$ cat src/rtl/rle_pkg.sv
// Shared types and constants for the binary-mask RLE decoder.
// RLE_DEC_COLOUR_EN switches pixels from 1-bit mask values to 24-bit colour.
package rle_pkg;

  typedef enum logic [1:0] {
    IDLE = 2'd0,
    EMIT = 2'd1,
    PAD  = 2'd2
  } rle_state_e;

  // Run word layout on the link: value bit above a length-minus-one field.
  localparam int RLE_LEN_W = 10;
  typedef struct packed {
    logic                 value;
    logic [RLE_LEN_W-1:0] len;
  } rle_run_t;

  localparam logic [23:0] RLE_COLOUR_ON  = {8'hFF, 8'h00, 8'h00};
  localparam logic [23:0] RLE_COLOUR_OFF = 24'h00_0000;

`ifdef RLE_DEC_COLOUR_EN
  localparam int RLE_PIX_W = 24;
`else
  localparam int RLE_PIX_W = 1;
`endif

  function automatic logic [RLE_PIX_W-1:0] rle_pixel(input logic value);
`ifdef RLE_DEC_COLOUR_EN
    return value ? RLE_COLOUR_ON : RLE_COLOUR_OFF;
`else
    return value;
`endif
  endfunction

endpackage

$ cat src/rtl/rle_run_decoder_if.sv
// Run-word input channel and pixel output channel of the RLE decoder.
// The decoder takes the slave view; the run source / pixel sink take the master view.
interface rle_run_decoder_if #(
  parameter int LEN_W = rle_pkg::RLE_LEN_W,
  parameter int PIX_W = rle_pkg::RLE_PIX_W
);
  logic             in_valid;
  logic             in_ready;
  logic             in_value;
  logic [LEN_W-1:0] in_len;
  logic             in_sof;
  logic             out_valid;
  logic             out_ready;
  logic [PIX_W-1:0] out_pixel;
  logic             out_sop;
  logic             out_eol;
  logic             out_eop;

  modport slave (
    input  in_valid, in_value, in_len, in_sof, out_ready,
    output in_ready, out_valid, out_pixel, out_sop, out_eol, out_eop
  );

  modport master (
    output in_valid, in_value, in_len, in_sof, out_ready,
    input  in_ready, out_valid, out_pixel, out_sop, out_eol, out_eop
  );
endinterface

$ cat src/rtl/rle_raster_counter.sv
// Raster position counter: x wraps at WIDTH-1 into y, y wraps at HEIGHT-1.
// Reports first-pixel, end-of-line and end-of-frame for the current position.
module rle_raster_counter #(
  parameter int WIDTH  = 640,
  parameter int HEIGHT = 480
) (
  input  logic CLK,
  input  logic reset_n,
  input  logic clear_i,
  input  logic advance_i,
  output logic sop_o,
  output logic eol_o,
  output logic eop_o
);
  localparam int XW = (WIDTH  > 1) ? $clog2(WIDTH)  : 1;
  localparam int YW = (HEIGHT > 1) ? $clog2(HEIGHT) : 1;

  logic [XW-1:0] x_q, x_d;
  logic [YW-1:0] y_q, y_d;

  assign sop_o = (x_q == '0) && (y_q == '0);
  assign eol_o = (x_q == XW'(WIDTH - 1));
  assign eop_o = eol_o && (y_q == YW'(HEIGHT - 1));

  always_comb begin
    // NOTE: every variable gets a default before any branch so no latch is inferred.
    x_d = x_q;
    y_d = y_q;
    if (clear_i) begin
      x_d = '0;
      y_d = '0;
    end else if (advance_i) begin
      if (eol_o) begin
        x_d = '0;
        y_d = eop_o ? '0 : y_q + 1'b1;
      end else begin
        x_d = x_q + 1'b1;
      end
    end
  end

  always_ff @(posedge CLK or negedge reset_n) begin
    // NOTE: registers take non-blocking assignments so all flops update from pre-edge values.
    if (!reset_n) begin
      x_q <= '0;
      y_q <= '0;
    end else begin
      x_q <= x_d;
      y_q <= y_d;
    end
  end

endmodule

$ cat src/rtl/rle_run_decoder.sv
// Expands run-length words into a WIDTHxHEIGHT raster pixel stream with sop/eol/eop,
// truncating over-long frames and zero-padding short ones. Optional: RLE_DEC_COLOUR_EN.
module rle_run_decoder
  import rle_pkg::*;
#(
  parameter int WIDTH  = 640,
  parameter int HEIGHT = 480,
  parameter int LEN_W  = RLE_LEN_W
) (
  input  logic               CLK,
  input  logic               reset_n,
  rle_run_decoder_if.slave   s,
  output logic               err_overrun,
  output logic               err_underrun,
  output logic               frame_done
);

  rle_state_e       state_q, state_d;
  logic [LEN_W-1:0] remaining_q, remaining_d;
  logic             value_q, value_d;
  logic             in_frame_q, in_frame_d;

  logic in_ready;
  logic out_valid;
  logic run_last;
  logic clear, advance;
  logic pos_sop, pos_eol, pos_eop;

  rle_raster_counter #(
    .WIDTH  (WIDTH),
    .HEIGHT (HEIGHT)
  ) u_raster (
    .CLK       (CLK),
    .reset_n   (reset_n),
    .clear_i   (clear),
    .advance_i (advance),
    .sop_o     (pos_sop),
    .eol_o     (pos_eol),
    .eop_o     (pos_eop)
  );

  assign run_last  = (remaining_q == '0);
  assign out_valid = (state_q != IDLE);

  always_comb begin
    state_d      = state_q;
    remaining_d  = remaining_q;
    value_d      = value_q;
    in_frame_d   = in_frame_q;
    in_ready     = 1'b0;
    clear        = 1'b0;
    advance      = 1'b0;
    err_overrun  = 1'b0;
    err_underrun = 1'b0;
    frame_done   = 1'b0;

    unique case (state_q)
      IDLE: begin
        // A new frame cannot start while the previous one still needs padding.
        in_ready = !(in_frame_q && s.in_sof);
        if (s.in_valid) begin
          if (s.in_sof && in_frame_q) begin
            err_underrun = 1'b1;
            state_d      = PAD;
          end else if (s.in_sof) begin
            remaining_d = s.in_len;
            value_d     = s.in_value;
            in_frame_d  = 1'b1;
            clear       = 1'b1;
            state_d     = EMIT;
          end else if (!in_frame_q) begin
            err_overrun = 1'b1;
          end else begin
            remaining_d = s.in_len;
            value_d     = s.in_value;
            state_d     = EMIT;
          end
        end
      end

      EMIT: begin
        // Chaining the next run on the last pixel keeps the stream bubble-free.
        if (run_last) in_ready = s.out_ready && !pos_eop && !s.in_sof;
        if (s.out_ready) begin
          advance = 1'b1;
          if (pos_eop) begin
            err_overrun = !run_last;
            frame_done  = 1'b1;
            in_frame_d  = 1'b0;
            state_d     = IDLE;
          end else if (!run_last) begin
            remaining_d = remaining_q - 1'b1;
          end else if (s.in_valid && !s.in_sof) begin
            remaining_d = s.in_len;
            value_d     = s.in_value;
          end else if (s.in_valid) begin
            err_underrun = 1'b1;
            state_d      = PAD;
          end else begin
            state_d = IDLE;
          end
        end
      end

      PAD: begin
        if (s.out_ready) begin
          advance = 1'b1;
          if (pos_eop) begin
            frame_done = 1'b1;
            in_frame_d = 1'b0;
            state_d    = IDLE;
          end
        end
      end

      default: state_d = IDLE;
    endcase
  end

  always_ff @(posedge CLK or negedge reset_n) begin
    if (!reset_n) begin
      state_q     <= IDLE;
      remaining_q <= '0;
      value_q     <= 1'b0;
      in_frame_q  <= 1'b0;
    end else begin
      state_q     <= state_d;
      remaining_q <= remaining_d;
      value_q     <= value_d;
      in_frame_q  <= in_frame_d;
    end
  end

  assign s.in_ready  = in_ready;
  assign s.out_valid = out_valid;
  assign s.out_pixel = rle_pixel((state_q == EMIT) && value_q);
  assign s.out_sop   = out_valid && pos_sop;
  assign s.out_eol   = out_valid && pos_eol;
  assign s.out_eop   = out_valid && pos_eop;

endmodule

$ cat src/flat_wrapper.sv
// flat-port wrapper written by rule: the top's interface ports become plain ports
module rle_run_decoder_flat import rle_pkg::*;
#(
  parameter int WIDTH  = 640,
  parameter int HEIGHT = 480,
  parameter int LEN_W  = RLE_LEN_W
)
  (CLK, reset_n, err_overrun, err_underrun, frame_done, s_in_valid, s_in_value, s_in_len, s_in_sof, s_out_ready, s_in_ready, s_out_valid, s_out_pixel, s_out_sop, s_out_eol, s_out_eop);
  rle_run_decoder_if #(.LEN_W(LEN_W)) s_i ();
  input  logic CLK;
  input  logic reset_n;
  output logic err_overrun;
  output logic err_underrun;
  output logic frame_done;
  input wire logic [$bits(s_i.in_valid)-1:0] s_in_valid;
  input wire logic [$bits(s_i.in_value)-1:0] s_in_value;
  input wire logic [$bits(s_i.in_len)-1:0] s_in_len;
  input wire logic [$bits(s_i.in_sof)-1:0] s_in_sof;
  input wire logic [$bits(s_i.out_ready)-1:0] s_out_ready;
  output wire logic [$bits(s_i.in_ready)-1:0] s_in_ready;
  output wire logic [$bits(s_i.out_valid)-1:0] s_out_valid;
  output wire logic [$bits(s_i.out_pixel)-1:0] s_out_pixel;
  output wire logic [$bits(s_i.out_sop)-1:0] s_out_sop;
  output wire logic [$bits(s_i.out_eol)-1:0] s_out_eol;
  output wire logic [$bits(s_i.out_eop)-1:0] s_out_eop;
  assign s_i.in_valid = s_in_valid;
  assign s_i.in_value = s_in_value;
  assign s_i.in_len = s_in_len;
  assign s_i.in_sof = s_in_sof;
  assign s_i.out_ready = s_out_ready;
  assign s_in_ready = s_i.in_ready;
  assign s_out_valid = s_i.out_valid;
  assign s_out_pixel = s_i.out_pixel;
  assign s_out_sop = s_i.out_sop;
  assign s_out_eol = s_i.out_eol;
  assign s_out_eop = s_i.out_eop;
  rle_run_decoder #(.WIDTH(WIDTH), .HEIGHT(HEIGHT), .LEN_W(LEN_W)) u_core (.CLK(CLK), .reset_n(reset_n), .s(s_i), .err_overrun(err_overrun), .err_underrun(err_underrun), .frame_done(frame_done));
endmodule
$ cat config.mk
export PLATFORM = sky130hd
export DESIGN_NAME = rle_run_decoder_flat
export DESIGN_NICKNAME = d
export VERILOG_FILES = /design/src/rtl/rle_pkg.sv /design/src/rtl/rle_run_decoder_if.sv /design/src/rtl/rle_raster_counter.sv /design/src/rtl/rle_run_decoder.sv /design/src/flat_wrapper.sv
export SDC_FILE = /design/constraint.sdc
export NUM_CORES = 1
export LEC_CHECK = 0
export CAP_MARGIN = 20
export CELL_PAD_IN_SITES_DETAIL_PLACEMENT = 0
export CELL_PAD_IN_SITES_GLOBAL_PLACEMENT = 1
export CORE_MARGIN = 2
export CORE_UTILIZATION = 42
export CTS_CLUSTER_DIAMETER = 100
export DETAILED_ROUTE_END_ITERATION = 7
export GPL_ROUTABILITY_DRIVEN = 0
export PLACE_DENSITY = 0.81
export SYNTH_ARGS = -nofsm -noshare
export SYNTH_HDL_FRONTEND = slang
export SYNTH_SLANG_ARGS = --single-unit
$ cat constraint.sdc
create_clock -name CLK -period 2.1 [get_ports CLK]
set_input_delay 0.42 -clock CLK [delete_from_list [all_inputs] [get_ports CLK]]
set_output_delay 0.42 -clock CLK [all_outputs]
set_load 0.02 [all_outputs]
# == Word level (Yosys, flattened, before mapping) ==
# Index checks and enable logic that the tools add are counted.
# Widths: inputs -> output; s select.
# word_totals
ff_bits,33
in_bits,16
output_inout_bits,9
word_cells,127
# op_classes
addsub,3
n_eq_ne,20
mux,69
reduce_logical,29
# op_table
operator,count
$mux 10,11
$mux 1,36
$mux 9,4
$mux 2,11
$logic_not 10->1,2
$pmux 10 s2,1
$reduce_and 7->1,2
$ne 2x2->1 const B,6
$add 10x1->10 const B,1
$eq 10x10->1 const B,1
$logic_and 1x1->1,10
$ne 2x1->1 const B,5
$pmux 1 s2,5
$reduce_bool 2->1,5
$sub 10x1->10 const B,1
$add 9x1->9 const B,1
$eq 9x9->1 const B,1
$logic_not 9->1,1
$reduce_and 8->1,1
$ne 3x2->1 const B,2
$pmux 2 s3,1
$reduce_and 6->1,1
$logic_not 1->1,4
$ne 4x2->1 const B,1
other kinds (7),7

# == Logic depth before layout (Yosys ltp) ==
# depth
depth_word,7
mapped_depth,10
depth_no_buf,8

# == By module ==
# Synthesis repeated with hierarchy kept, for this count alone.
# hier_totals
cells_unflattened,249
hier_area_um2,2284.7
# modules_own_cells
mod,n_inst,cells_each,area_each_um2,seq_area_each_um2
rle_raster_counter,1,118,1148.6,475.5
rle_run_decoder,1,131,1136.1,350.3

# == Worst setup path before layout ==
# Ideal clock, no wire load.
# synth_timing
kind,register -> output
from,register u_core.u_raster.x_q[0]
to,output err_overrun
arrival_time_ns,1.912
t_required_ns,1.680
path_slack_ns,-0.232
stages_incl_launch_ff,7
n_path_buf,1
cell_sequence,dfrtp_1 -> ha_1 -> nand4_2 -> or2_4 -> or2_1 -> buf_6 -> o32ai_1
# synth_between
elab_chain_cells,5
# synth_rtl
item,line,text
start: declaration,rle_raster_counter.sv:18,"logic [XW-1:0] x_q, x_d;"
start signal: assignment,rle_raster_counter.sv:45,x_q <= '0;
start signal: assignment,rle_raster_counter.sv:48,x_q <= x_d;
$eq 10x10->1,rle_raster_counter.sv:22,assign eol_o = (x_q == XW'(WIDTH - 1));
$logic_and 1x1->1,rle_raster_counter.sv:23,assign eop_o = eol_o && (y_q == YW'(HEIGHT - 1));
$mux 1,rle_run_decoder.sv:86,if (pos_eop) begin
$mux 1,rle_run_decoder.sv:84,if (s.out_ready) begin
$pmux 1 s2,rle_run_decoder.sv:57,unique case (state_q)
end: declaration,flat_wrapper.sv:12,output logic err_overrun;
# No other way between the ends.

# == Final worst setup path ==
# layout_timing
from,register u_core.u_raster.x_q[1]
to,output s_out_eol
# layout_between
elab_chain_cells,2
# layout_rtl
item,line,text
$eq 10x10->1,rle_raster_counter.sv:22,
$logic_and 1x1->1,rle_run_decoder.sv:138,assign s.out_eol = out_valid && pos_eol;
end: declaration,flat_wrapper.sv:24,output wire logic [$bits(s_i.out_eol)-1:0] s_out_eol;
# No other way between the ends.

==> metrics <==
Slew @ Worst Pin=~0.44 ns; switch share=30.0%; Peak supply drop=around 0.0004 V; vias in the first global route=2294; multi-input gate area in the final layout=about 0.0014 mm2; CTS sink count=33; P_sw=0.472 mW; Hold Startpoint=u_core.value_q; CTS H-Tree Depth=2; drt via density=between 5 and 6; Worst EP required=~1.7 ns; share of the yosys chip area belonging to registers=37.7%; asr flop ratio synth=between 90% and 100%; Final setup viols=6; Combinational Power Share=22.5%; Post-DRT Antenna Nets=0; R2R depth=10; Post-Place Cell Area=~0.0031 mm2; Util after Layout=68.7%; Max Fclk=0.438 GHz; GR Overflow Total=0; Starting Density=43.2%; clock share of power=between 30% and 40%; initial antenna violation count=0; Residual DRC=0; die width=76.2 um; Final Hold Fails=0; critical path buffer and inverter count=2; IO Count=25; Max Cap Viol=0; Largest delay share family, worst path=simple AND/OR/NAND/NOR gates; P&R area growth vs syn=59.2%; Seq pwr share=46.5%; status=finished, violations left; Final Non-Filler Cells=452; post-route worst setup slack=-0.185 ns; Netlist Area Pre-Place=0.00219 mm2; hold-fix buffers at CTS=0; Hold Crit Class=register to register; area of the core=between 0.005 and 0.006 mm2; final setup TNS=-0.887 ns; Int Pwr=1.10 mW; Rel. slew slack=70.7%; RSZ-0062 raised after global routing=true; CP Data Arrival Time=1.86 ns; CP peak stage delay=between 0.3 and 0.4 ns; Critical R2R Capture=u_core.u_raster.y_q[8]; CTS tree=yes; reg2reg setup slack=0.02 ns; chip height=roughly 76 um; n_diodes=0; violations in the final reports=setup timing; initial drt markers=79; die area=0.00581 mm2; # fillers=between 400 and 500; number of flops mapped to enable cells by yosys=0; Worst setup endpoint=s_out_eol; clock buffer depth=2; clock-pin slew on the worst setup and hold paths=0.08 ns; commonest register cell after synthesis=dfrtp_1; fin crit period=2.28 ns; Critical Path Start Type=register; DP HPWL=4550 um; register area=826 um2; cts bufs inserted=5; Nets=405; Design Area, Final=0.00349 mm2; CP Capture Type=primary output; Distinct cells, synth=54; Syn Inst Count=260; #FFs+latches synth=33; layout cells sized above 1=40.1%; critical path depth in cells=7; DP Cell Count=430; PD cells=451 mW/mm2; first-pass GRT wire length=approximately 11000 um; critical path cell sequence=ha_2, nand4_4, or2_4, buf_6, or3_4, nor2_1, buf_4; Setup Skew=0.00774 ns; Clk Latency, worst-skew pair=0.29 ns; fin crit share=109%; Yosys Warn Count=0; Mapped Avg Cell Area=8.43 um2; drt first pass iters=4; critical path fanouts, max=2; LEAKAGE=1.57 nW; via count=2373; WHS=between 0.5 and 0.6 ns; worst reg2reg startpoint=u_core.u_raster.x_q[1]; syn nets=284; pin count of the biggest net entering global routing=34; CP max-delay cell=dfrtp_1; PortBufs=24; total track usage=22.2%; DR WL/cell=14.4 um; Worst setup startpoint=u_core.u_raster.x_q[1]; drt total wl=6520 um; Crit Path Category=register to primary output; clk root buf=clkbuf_8; Slew Viols, Final=0; std cell rows=26
## cell usage after synthesis (2+ instances only)
library cell | number | share of area, %
a211oi_1 | 3 | 1.0
a21oi_1 | 23 | 5.3
a2bb2oi_1 | 4 | 1.6
a31oi_1 | 2 | 0.57
and2_1 | 4 | 1.1
and3_1 | 7 | 2.0
buf_2 | 3 | 0.69
buf_4 | 2 | 0.69
dfrtp_1 | 33 | 38
ha_1 | 8 | 4.6
inv_1 | 13 | 2.2
nand2_1 | 25 | 4.3
nand2b_1 | 2 | 0.57
nand3_1 | 7 | 1.6
nand3_2 | 3 | 1.4
nand4_1 | 6 | 1.7
nor2_1 | 36 | 6.2
nor3_1 | 6 | 1.4
nor4_1 | 3 | 0.86
nor4b_1 | 2 | 0.80
o21ai_0 | 21 | 4.8
o22ai_1 | 4 | 1.1
o31ai_1 | 2 | 0.69
o32ai_1 | 2 | 0.80
or3_1 | 4 | 1.1
xor2_1 | 7 | 2.8
## layer usage
| layer | part of all wire, % | vias up | track usage [%] |
|---|---|---|---|
| met3 | 3.2 | 9 | 4.62 |
| li1 | - | 1184 | - |
| met1 | 45 | 1135 | 28.5 |
| met4 | 1.1 | 0 | 9.09 |
| met5 | 0 | - | 0 |
| met2 | 51 | 45 | 36.6 |
## how the worst min path moves through the flow
stage	slack, ns	cells after the start	endpoint
CTS	0.51	1	u_core.value_q
finish	0.52	1	u_core.value_q
floorplan	0.12	0	u_core.in_frame_q
global route	0.54	1	u_core.value_q
detailed placement	0.49	1	u_core.value_q
global placement	0.49	1	u_core.value_q
## placed cells by master, fill, tap and decap left out, types with 4 or more instances in the layout
master,count
buf_4,94
clkdlybuf4s50_1,15
ha_1,4
nand4_1,6
dfrtp_1,33
buf_6,7
nor3_1,6
clkbuf_8,5
xor2_1,7
a21oi_1,20
o21ai_0,12
nand2_1,25
nand3_2,4
and2_1,4
inv_1,10
nor2_1,32
and3_1,7
nand3_1,6
o21ai_1,9
## flip-flops by register name, indices dropped and copies added (netlist names)
| name | count |
|---|---|
| u_core.remaining_q | 10 |
| u_core.u_raster.x_q | 10 |
| u_core.u_raster.y_q | 9 |
| u_core.state_q | 2 |
| u_core.in_frame_q | 1 |
| u_core.value_q | 1 |
## power by group through the flow
| stage | logic, mW | registers, mW | clock network (mW) |
|---|---|---|---|
| 6_report | 0.355 | 0.732 | 0.487 |
| 5_1_grt | 0.394 | 0.740 | 0.532 |
| 4_1_cts | 0.343 | 0.725 | 0.490 |
| 3_5_place_dp | 0.342 | 0.736 | 0 |
| 3_3_place_gp | 0.335 | 0.736 | 0 |
| 2_1_floorplan | 0.123 | 0.761 | 0 |
## through the flow
stage / total power [mW] / worst slack (ns)
after global routing: 1.67 / -0.257
final: 1.57 / -0.185
after global placement: 1.07 / -0.383
after detailed placement: 1.08 / -0.437
after floorplan: 0.884 / 0.0158
after CTS: 1.56 / -0.226
## cell type report
class                   count  share of cell area (%)
well taps                  70                    2.51
repair buffers            121                    28.6
inverters                  13                    1.40
clock inverters             3                   0.502
clock buffers               5                    1.97
flip-flops and latches     33                    23.7
multi-input cells         207                    41.3
## cells by family (layout without fill, tap and decap cells)
| kind of cell | Yosys count | in the layout | synth area share (%) |
|---|---|---|---|
| adder cells (fa/ha/maj) | 8 | 8 | 4.57 |
| XOR/XNOR | 8 | 8 | 3.20 |
| AND/OR/NAND/NOR | 117 | 117 | 29.0 |
| AO/OA/AOI/OAI | 71 | 71 | 19.6 |
| flip-flops | 33 | 33 | 37.7 |
| multiplexers | 3 | 3 | 1.66 |
| buffers and inverters | 20 | 142 | 4.28 |
## timing repair
action | 4_1_cts | 5_1_grt
buffers inserted | 3 | 12
gates resized for setup | 49 | 38
pin swaps | 9 | 14
endpoints found under the setup margin | 13 | 26
No activity file was read; power rests on OpenSTA's default activity.
